`config.mk`:
```
export PLATFORM = sky130hd
export DESIGN_NAME = univ_shift_reg
export DESIGN_NICKNAME = d
export VERILOG_FILES = /design/src/rtl/usr_pkg.sv /design/src/rtl/usr_burst_ctrl.sv /design/src/rtl/univ_shift_reg.sv
export SDC_FILE = /design/constraint.sdc
export NUM_CORES = 1
export LEC_CHECK = 0
export CAP_MARGIN = 25
export CELL_PAD_IN_SITES_DETAIL_PLACEMENT = 2
export CELL_PAD_IN_SITES_GLOBAL_PLACEMENT = 2
export CORE_MARGIN = 4
export CORE_UTILIZATION = 25
export CTS_CLUSTER_DIAMETER = 100
export CTS_CLUSTER_SIZE = 8
export DETAILED_ROUTE_END_ITERATION = 10
export GPL_ROUTABILITY_DRIVEN = 1
export PLACE_DENSITY = 0.78
export REMOVE_ABC_BUFFERS = 1
export SLEW_MARGIN = 20
export SYNTH_ARGS = -nofsm -noshare
export SYNTH_HDL_FRONTEND = slang
export SYNTH_HIERARCHICAL = 1
export SYNTH_SLANG_ARGS = --single-unit
```
`constraint.sdc`:
```
create_clock -name clk -period 1.7 [get_ports clk]
set_input_delay 0.17 -clock clk [delete_from_list [all_inputs] [get_ports clk]]
set_output_delay 0.17 -clock clk [all_outputs]
set_load 0.01 [all_outputs]
```
`src/rtl/usr_pkg.sv`:
```
// -----------------------------------------------------------------------------
// usr_pkg
// Shared definitions for the universal shift register slice.
//   MODE_*  : two-bit operation codes presented on the 'mode' port
//   state_t : burst controller states (idle / auto-shifting)
// -----------------------------------------------------------------------------
package usr_pkg;

   localparam logic [1:0] MODE_HOLD = 2'b00;
   localparam logic [1:0] MODE_SHR  = 2'b01;
   localparam logic [1:0] MODE_SHL  = 2'b10;
   localparam logic [1:0] MODE_LOAD = 2'b11;

   typedef enum logic {
      ST_IDLE  = 1'b0,
      ST_SHIFT = 1'b1
   } state_t;

endpackage

```
`src/rtl/usr_burst_ctrl.sv`:
```
// -----------------------------------------------------------------------------
// usr_burst_ctrl
// Sequencer for the universal shift register. Decides, every cycle, whether
// the datapath loads, shifts (and in which direction) or holds, and runs the
// multi-cycle shift burst with its busy/done handshake.
// Ports:
//   clk, rst    : clock, synchronous active-high reset
//   mode        : requested operation (usr_pkg MODE_* codes)
//   start, cnt  : burst request and burst length (sampled together)
//   shift_en    : datapath shifts this cycle
//   shift_left  : direction of that shift (1 = toward MSB)
//   load_en     : datapath loads parallel data this cycle
//   busy, done  : registered burst status / one-cycle completion pulse
// -----------------------------------------------------------------------------
module usr_burst_ctrl
   import usr_pkg::*;
#(
   parameter int CNT_W = 4
) (
   input  logic             clk,
   input  logic             rst,
   input  logic [1:0]       mode,
   input  logic             start,
   input  logic [CNT_W-1:0] cnt,
   output logic             shift_en,
   output logic             shift_left,
   output logic             load_en,
   output logic             busy,
   output logic             done
);

   state_t           state;
   logic [CNT_W-1:0] count;
   logic             dir_left;
   logic             mode_is_shift;

   assign mode_is_shift = (mode == MODE_SHR) || (mode == MODE_SHL);

   // Per-cycle datapath command. A start request with a shift mode only
   // arms the burst, so the register does not move in that cycle; start with
   // HOLD/LOAD is ignored and the plain single op happens instead.
   always_comb begin
      shift_en   = 1'b0;
      shift_left = 1'b0;
      load_en    = 1'b0;
      case (state)
         ST_IDLE: begin
            load_en    = (mode == MODE_LOAD);
            shift_en   = mode_is_shift && !start;
            shift_left = (mode == MODE_SHL);
         end
         ST_SHIFT: begin
            shift_en   = 1'b1;
            shift_left = dir_left;
         end
         default: begin
            shift_en = 1'b0;
         end
      endcase
   end

   // Burst FSM with down-counter. busy mirrors the SHIFT state, done is a
   // single-cycle pulse raised either at the end of a burst or immediately
   // for a zero-length request.
   always_ff @(posedge clk) begin
      if (rst) begin
         state    <= ST_IDLE;
         count    <= '0;
         dir_left <= 1'b0;
         busy     <= 1'b0;
         done     <= 1'b0;
      end else begin
         done <= 1'b0;
         case (state)
            ST_IDLE: begin
               if (start && mode_is_shift) begin
                  dir_left <= (mode == MODE_SHL);
                  if (cnt != '0) begin
                     count <= cnt;
                     state <= ST_SHIFT;
                     busy  <= 1'b1;
                  end else begin
                     done <= 1'b1;
                  end
               end
            end
            ST_SHIFT: begin
               count <= count - 1'b1;
               if (count == CNT_W'(1)) begin
                  state <= ST_IDLE;
                  busy  <= 1'b0;
                  done  <= 1'b1;
               end
            end
            default: begin
               state <= ST_IDLE;
               busy  <= 1'b0;
            end
         endcase
      end
   end

endmodule

```
`src/rtl/univ_shift_reg.sv`:
```
// -----------------------------------------------------------------------------
// univ_shift_reg
// Parametrised universal shift register: hold, shift right, shift left,
// parallel load, serial in/out and an auto-sequenced shift burst.
// Optional feature macro: USR_ROTATE_EN adds the 'rot' input; with rot=1 the
// bit shifted out re-enters at the other end instead of the serial input.
// Ports:
//   clk, rst                 : clock, synchronous active-high reset
//   mode                     : 00 HOLD, 01 SHR, 10 SHL, 11 LOAD
//   b                        : parallel load data
//   ser_msb_in, ser_lsb_in   : serial fill bits for SHR / SHL
//   rot                      : rotate select (only with USR_ROTATE_EN)
//   start, cnt               : burst request and length
//   a                        : register contents
//   ser_lsb_out, ser_msb_out : a[0] / a[WIDTH-1]
//   busy, done               : burst status / completion pulse
// -----------------------------------------------------------------------------
module univ_shift_reg
   import usr_pkg::*;
#(
   parameter int WIDTH = 8,
   parameter int CNT_W = 4
) (
   input  logic             clk,
   input  logic             rst,
   input  logic [1:0]       mode,
   input  logic [WIDTH-1:0] b,
   input  logic             ser_msb_in,
   input  logic             ser_lsb_in,
`ifdef USR_ROTATE_EN
   input  logic             rot,
`endif
   input  logic             start,
   input  logic [CNT_W-1:0] cnt,
   output logic [WIDTH-1:0] a,
   output logic             ser_lsb_out,
   output logic             ser_msb_out,
   output logic             busy,
   output logic             done
);

   logic shift_en;
   logic shift_left;
   logic load_en;
   logic rot_sel;
   logic msb_fill;
   logic lsb_fill;

`ifdef USR_ROTATE_EN
   assign rot_sel = rot;
`else
   assign rot_sel = 1'b0;
`endif

   // Rotation feeds the departing bit back in at the opposite end.
   assign msb_fill = rot_sel ? a[0]       : ser_msb_in;
   assign lsb_fill = rot_sel ? a[WIDTH-1] : ser_lsb_in;

   assign ser_lsb_out = a[0];
   assign ser_msb_out = a[WIDTH-1];

   usr_burst_ctrl #(
      .CNT_W (CNT_W)
   ) u_ctrl (
      .clk        (clk),
      .rst        (rst),
      .mode       (mode),
      .start      (start),
      .cnt        (cnt),
      .shift_en   (shift_en),
      .shift_left (shift_left),
      .load_en    (load_en),
      .busy       (busy),
      .done       (done)
   );

   // Data register, driven by the per-cycle command from the controller.
   always_ff @(posedge clk) begin
      if (rst) begin
         a <= '0;
      end else if (load_en) begin
         a <= b;
      end else if (shift_en) begin
         if (shift_left) begin
            a <= {a[WIDTH-2:0], lsb_fill};
         end else begin
            a <= {msb_fill, a[WIDTH-1:1]};
         end
      end
   end

endmodule

```
### Word-level counts from Yosys, hierarchy flattened

Index checks and enable logic that the tools add are counted.
Widths: inputs -> output; s select.

| cells by class | value |
|---|---|
| $add $sub $neg | 1 |
| equality and inequality tests | 7 |
| multiplexer cells | 21 |
| bitwise gates (word level) | 1 |
| reduce and logical (&&, ||, !) cells | 9 |

Operators by type and width:

| cell | number |
|---|---|
| $mux 8 | 3 |
| $mux 1 | 10 |
| $pmux 1 s2 | 5 |
| $mux 4 | 2 |
| $pmux 4 s2 | 1 |
| $eq 2x2->1 const B | 2 |
| $eq 4x1->1 const B | 1 |
| $ne 2x1->1 const B | 2 |
| $reduce_and 2->1 | 2 |
| $reduce_bool 4->1 | 1 |
| $sub 4x1->4 const B | 1 |
| $reduce_and 3->1 | 1 |
| $eq 2x1->1 const B | 1 |
| $logic_and 1x1->1 | 2 |
| $ne 2x2->1 const B | 1 |
| $reduce_bool 2->1 | 1 |
| $logic_not 1->1 | 1 |
| $logic_or 1x1->1 | 1 |
| $not 1->1 | 1 |

| word-level totals | value |
|---|---|
| flip-flop bits (word level) | 16 |
| input bits | 19 |
| output and inout bits | 12 |
| word-level logic and storage cells | 45 |

### Depth between registers and ports, before layout

| depth | value |
|---|---|
| word-level depth | 6 |
| depth in mapped cells | 6 |

### Cells and area by module

Netlist, hierarchy kept.

Modules (own cells, without submodules):

| module | times used | cells each | area each (µm²) | sequential area each (µm²) |
|---|---|---|---|---|
| usr_burst_ctrl | 1 | 53 | 511.7 | 160.2 |
| univ_shift_reg | 1 | 47 | 496.7 | 160.2 |

### Worst setup path after synthesis

OpenSTA, ideal clock, no wires.

| timing | value |
|---|---|
| path kind | reg-to-reg |
| start | register u_ctrl.state |
| end | register a[0] |
| setup time | 0.082 ns |
| arrival time | 1.528 ns |
| required time | 1.618 ns |
| slack | 0.090 ns |
| stages on the path, launching flop included | 6 |
| path buffers | 2 |
| cell sequence | dfxtp_1 > buf_4 > buf_2 > o21bai_1 > or4b_2 > o221ai_1 |

RTL lines:

| element | line | text |
|---|---|---|
| start: declaration | usr_burst_ctrl.sv:32 | `state_t state;` |
| start signal: assignment | usr_burst_ctrl.sv:67 | `state <= ST_IDLE;` |
| start signal: assignment | usr_burst_ctrl.sv:80 | `state <= ST_SHIFT;` |
| start signal: assignment | usr_burst_ctrl.sv:90 | `state <= ST_IDLE;` |
| $not 1->1 (no source line) | -- |  |
| $pmux 1 s2 (*) | usr_burst_ctrl.sv:46 | `case (state)` |
| via shift_en | univ_shift_reg.sv:42 | `logic shift_en;` |
| $reduce_bool 2->1 (no source line) (*) | -- |  |
| end signal: assignment | univ_shift_reg.sv:85 | `a <= {a[WIDTH-2:0], lsb_fill};` |
| end signal: assignment | univ_shift_reg.sv:87 | `a <= {msb_fill, a[WIDTH-1:1]};` |
| end: declaration | univ_shift_reg.sv:35 | `output logic [WIDTH-1:0] a,` |

Mark *: on every way through the listed nets, which the timed path passes. The rest lies on a longest branch. The select of a mux whose other input is x is not followed.
A chain may end at the register's enable or synchronous reset.

### Final worst setup path

| timing | value |
|---|---|
| start | register u_ctrl.state |
| end | register a[0] |

| on the way | value |
|---|---|
| longest elaborated chain between the ends | 5 |

RTL lines:

| element | line | text |
|---|---|---|
| $not 1->1 (no source line) | -- |  |
| $pmux 1 s2 (*) | usr_burst_ctrl.sv:46 |  |
| via shift_left | univ_shift_reg.sv:43 | `logic shift_left;` |
| $mux 8 (*) | univ_shift_reg.sv:84 | `if (shift_left) begin` |
| $mux 8 (*) | univ_shift_reg.sv:83 | `end else if (shift_en) begin` |
| $mux 8 (*) | univ_shift_reg.sv:81 | `end else if (load_en) begin` |

Marks and branches as above.

==> impl_metrics.toml <==
[run_status]
status = "completed"

[setup_path]
path_max_fanout = 8
cp_cell_sequence = "buf_4 -> mux2_2 -> mux2i_1 -> o221ai_2"
critPathKind = "reg2reg"
critPathTopFamily = "multiplexers"
setup.worst_path.start_class = "flip-flop"
crit_path_end_kind = "flip-flop"
arrival_ns = 1.68
crit_path_max_incr_delay_ns = 0.46
crit_buf_inv = 1
cp.required_ns = 1.83
cp_slowest_cell = "mux2_2"

[power]
pwr-share-comb_pct = 29.4
internal-power_uw = 793
power_density_nw_per_um2 = 741
p_sw_uw = 327
power_switching_share_pct = 29.2
p_leak_uw = 0.000532
ir_drop_mv = 0.215
power.share.sequential_pct = 39.6
power_frac_clock_pct = 31.0

[global_route]
grt_pass1_vias = 1143
grt_first_pass_wirelength_um = 5810
grt_overflow = 0
grt_max_degree = 17
grt_util_all_layers_pct = 14.0
antenna_found_initial = 0

[logic_synthesis]
synth_cells = 100
yosys_register_bits = 16
syn_area_per_cell_um2 = 10.1
ys.warnings.count = 6
synth_top_cell_by_area = "dfxtp_1"
synth_top_area_share_pct = 31.8
yosysSeqAreaShare_pct = 31.8
ys_top_cells_by_area = "dfxtp_1 (32%), mux2i_1 (7.9%), ha_1 (5.0%)"
syn_area_um2 = 1010
synth_cell_types = 38

[detailed_routing]
final_antenna_net_count = 0
drc = 0
viasPerCell = 5.13
post_drt_wl_per_cell_um = 17.8
num_vias = 960
drt_iter0_drc = 34
drt_wl_total_um = 3340
firstDrtPassIters = 4

[placement]
place_inst = 183
portBuffers = 30
gp_congestion = 0.804
dp_slack_ns = -0.366
dp_hpwl_um = 2480

[timing]
slew_headroom_pct = 70.2
post-route-min-period_ns = 1.56
setup_viol = 0
finClkSkew_ns = 0.00613
tightest_slew_ns = 0.444
max_clock_freq_mhz = 642
finalCritPeriodShare_pct = 91.6
rsz0062_at_grt = "no"
fin_ws_ns = 0.143
hold_viol = 0
slew_violations = 0

[floorplanning]
num_rows = 22
fp.dieH_um = 71.5
die_x_um = 71.5
dieArea_um2 = 5110
core-area_um2 = 3770
pin_count = 31
initial_utilization_pct = 26.7

[clock_tree]
cts.clk_slew.worst_paths_ns = 0.07
clockBufferDepth = 2
clock_latency_ns = 0.25
cts_sinks = 16
cts_tree = "done"
cts_inserted_buffers = 3
htree_levels = 1
ctsHoldBuffers = 0
root_buffer = "clkbuf_8"

[min_path]
hp-class = "reg2reg"

[flow_run]
max-cap-violations = 0

[final_layout]
antenna_cells = 0
drive_gt1_share_pct = 28.8
fin_cells = 187
synthToLayoutAreaGrowth_pct = 49.9
fill_cells = 394
finalNetCount = 163
## worst register-to-register path, stage by stage (launching register included)
cell      delay [ns]
dfxtp_2         0.41
buf_4           0.16
mux2_2          0.46
mux2i_1         0.28
o221ai_2        0.13
## power by group through the flow
stage	sequential, uW	clock, uW	combinational (uW)
final	444	347	329
after global routing	451	382	362
after CTS	443	357	331
after detailed placement	450	0	316
after global placement	449	0	303
after floorplan	455	0	131
## flip-flops by register name (all words and copies together), names as in the netlist
register,count
a,8
u_ctrl/busy,1
u_ctrl/count,4
u_ctrl/dir_left,1
u_ctrl/done,1
u_ctrl/state,1
## through the flow
step / power, uW / cell area, um^2 / util, % / setup TNS [ns] / hold slack (ns)
2_1_floorplan: 586 / 945 / - / 0 / 0.236
3_3_place_gp: 752 / 1410 / 37.4 / -2.91 / 0.456
3_5_place_dp: 767 / 1410 / 37.4 / -4.03 / 0.488
4_1_cts: 1130 / 1510 / 40.0 / 0 / 0.499
5_1_grt: 1190 / 1510 / 40.1 / 0 / 0.554
6_report: 1120 / 1510 / 40.1 / 0 / 0.501
## repair_timing
action / in CTS / in global routing
pin swaps: 1 / 0
setup endpoints to repair: 8 / 2
gates resized for setup: 12 / 1
setup buffers: 0 / 0
## per-layer routing
metal,share of wire [%],global-route usage [%],up-vias
li1,-,-,459
met1,44,16.9,473
met2,51,25.4,28
met3,4.7,3.65,0
met4,0,1.88,0
met5,0,0,-
## cell type report
type	instances	area [um^2]	share of cell area, %
sequential	16	322	21.3
timing repair buffer	44	403	26.7
multi-input combinational	71	657	43.5
clock buffer	4	55.1	3.64
tap	48	60.1	3.97
inverter	4	15.0	0.993
## synthesized netlist by cell type
master     count
dfxtp_1       16
mux2i_1        8
nand2_1        8
o221ai_1       5
or4b_1         5
a21oi_1        4
ha_1           4
inv_1          4
nor2_1         4
or4b_2         4
buf_2          3
buf_4          3
nor2b_1        3
buf_6          2
nand2b_1       2
nor3b_1        2
o221ai_2       2
a2111oi_2      1
a211oi_1       1
a221oi_2       1
a22oi_1        1
a32oi_1        1
and4bb_2       1
buf_1          1
mux2_2         1
nand3b_1       1
nor4_1         1
nor4_4         1
o211ai_2       1
o21a_1         1
o21ai_0        1
o21ai_1        1
o21bai_1       1
o311ai_1       1
o32a_2         1
o32ai_2        1
or3b_1         1
xor2_1         1
## worst paths after layout
| check | start | endpoint | slack, ns | cells past startpoint |
|---|---|---|---|---|
| min | u_ctrl/dir_left | u_ctrl/dir_left | 0.50 | 2 |
| max | u_ctrl/state | a[0] | 0.14 | 4 |
| min reg2reg | u_ctrl/dir_left | u_ctrl/dir_left | 0.50 | 2 |
| max reg2reg | u_ctrl/state | a[0] | 0.14 | 4 |
## kinds of logic (layout without fill, tap and decap cells)
| family | count (synthesis) | count (layout) | synth area share (%) |
|---|---|---|---|
| buffers and inverters | 13 | 52 | 7.81 |
| DFF | 16 | 16 | 31.8 |
| xor gates and xnor gates | 1 | 1 | 0.869 |
| muxes | 9 | 9 | 9.06 |
| and+or+nand+nor | 33 | 33 | 23.6 |
| adders and majority gates | 4 | 4 | 4.96 |
| AOI/OAI and AO/OA | 24 | 24 | 22.0 |
## placed cells by master, fill, tap and decap left out, types with 2 or more instances in the layout
| cell type | count |
|---|---|
| nand2_1 | 8 |
| a21oi_1 | 4 |
| o221ai_2 | 5 |
| or4b_1 | 5 |
| nor2b_1 | 2 |
| inv_1 | 3 |
| nor3b_1 | 2 |
| dlygate4sd2_1 | 2 |
| ha_1 | 3 |
| o221ai_1 | 2 |
| nor2_1 | 4 |
| or4b_4 | 3 |
| dfxtp_1 | 15 |
| clkbuf_8 | 4 |
| nand2b_1 | 2 |
| buf_4 | 14 |
| mux2i_1 | 8 |
| clkdlybuf4s50_1 | 28 |
Note: power is estimated with default switching activity, not from simulation.
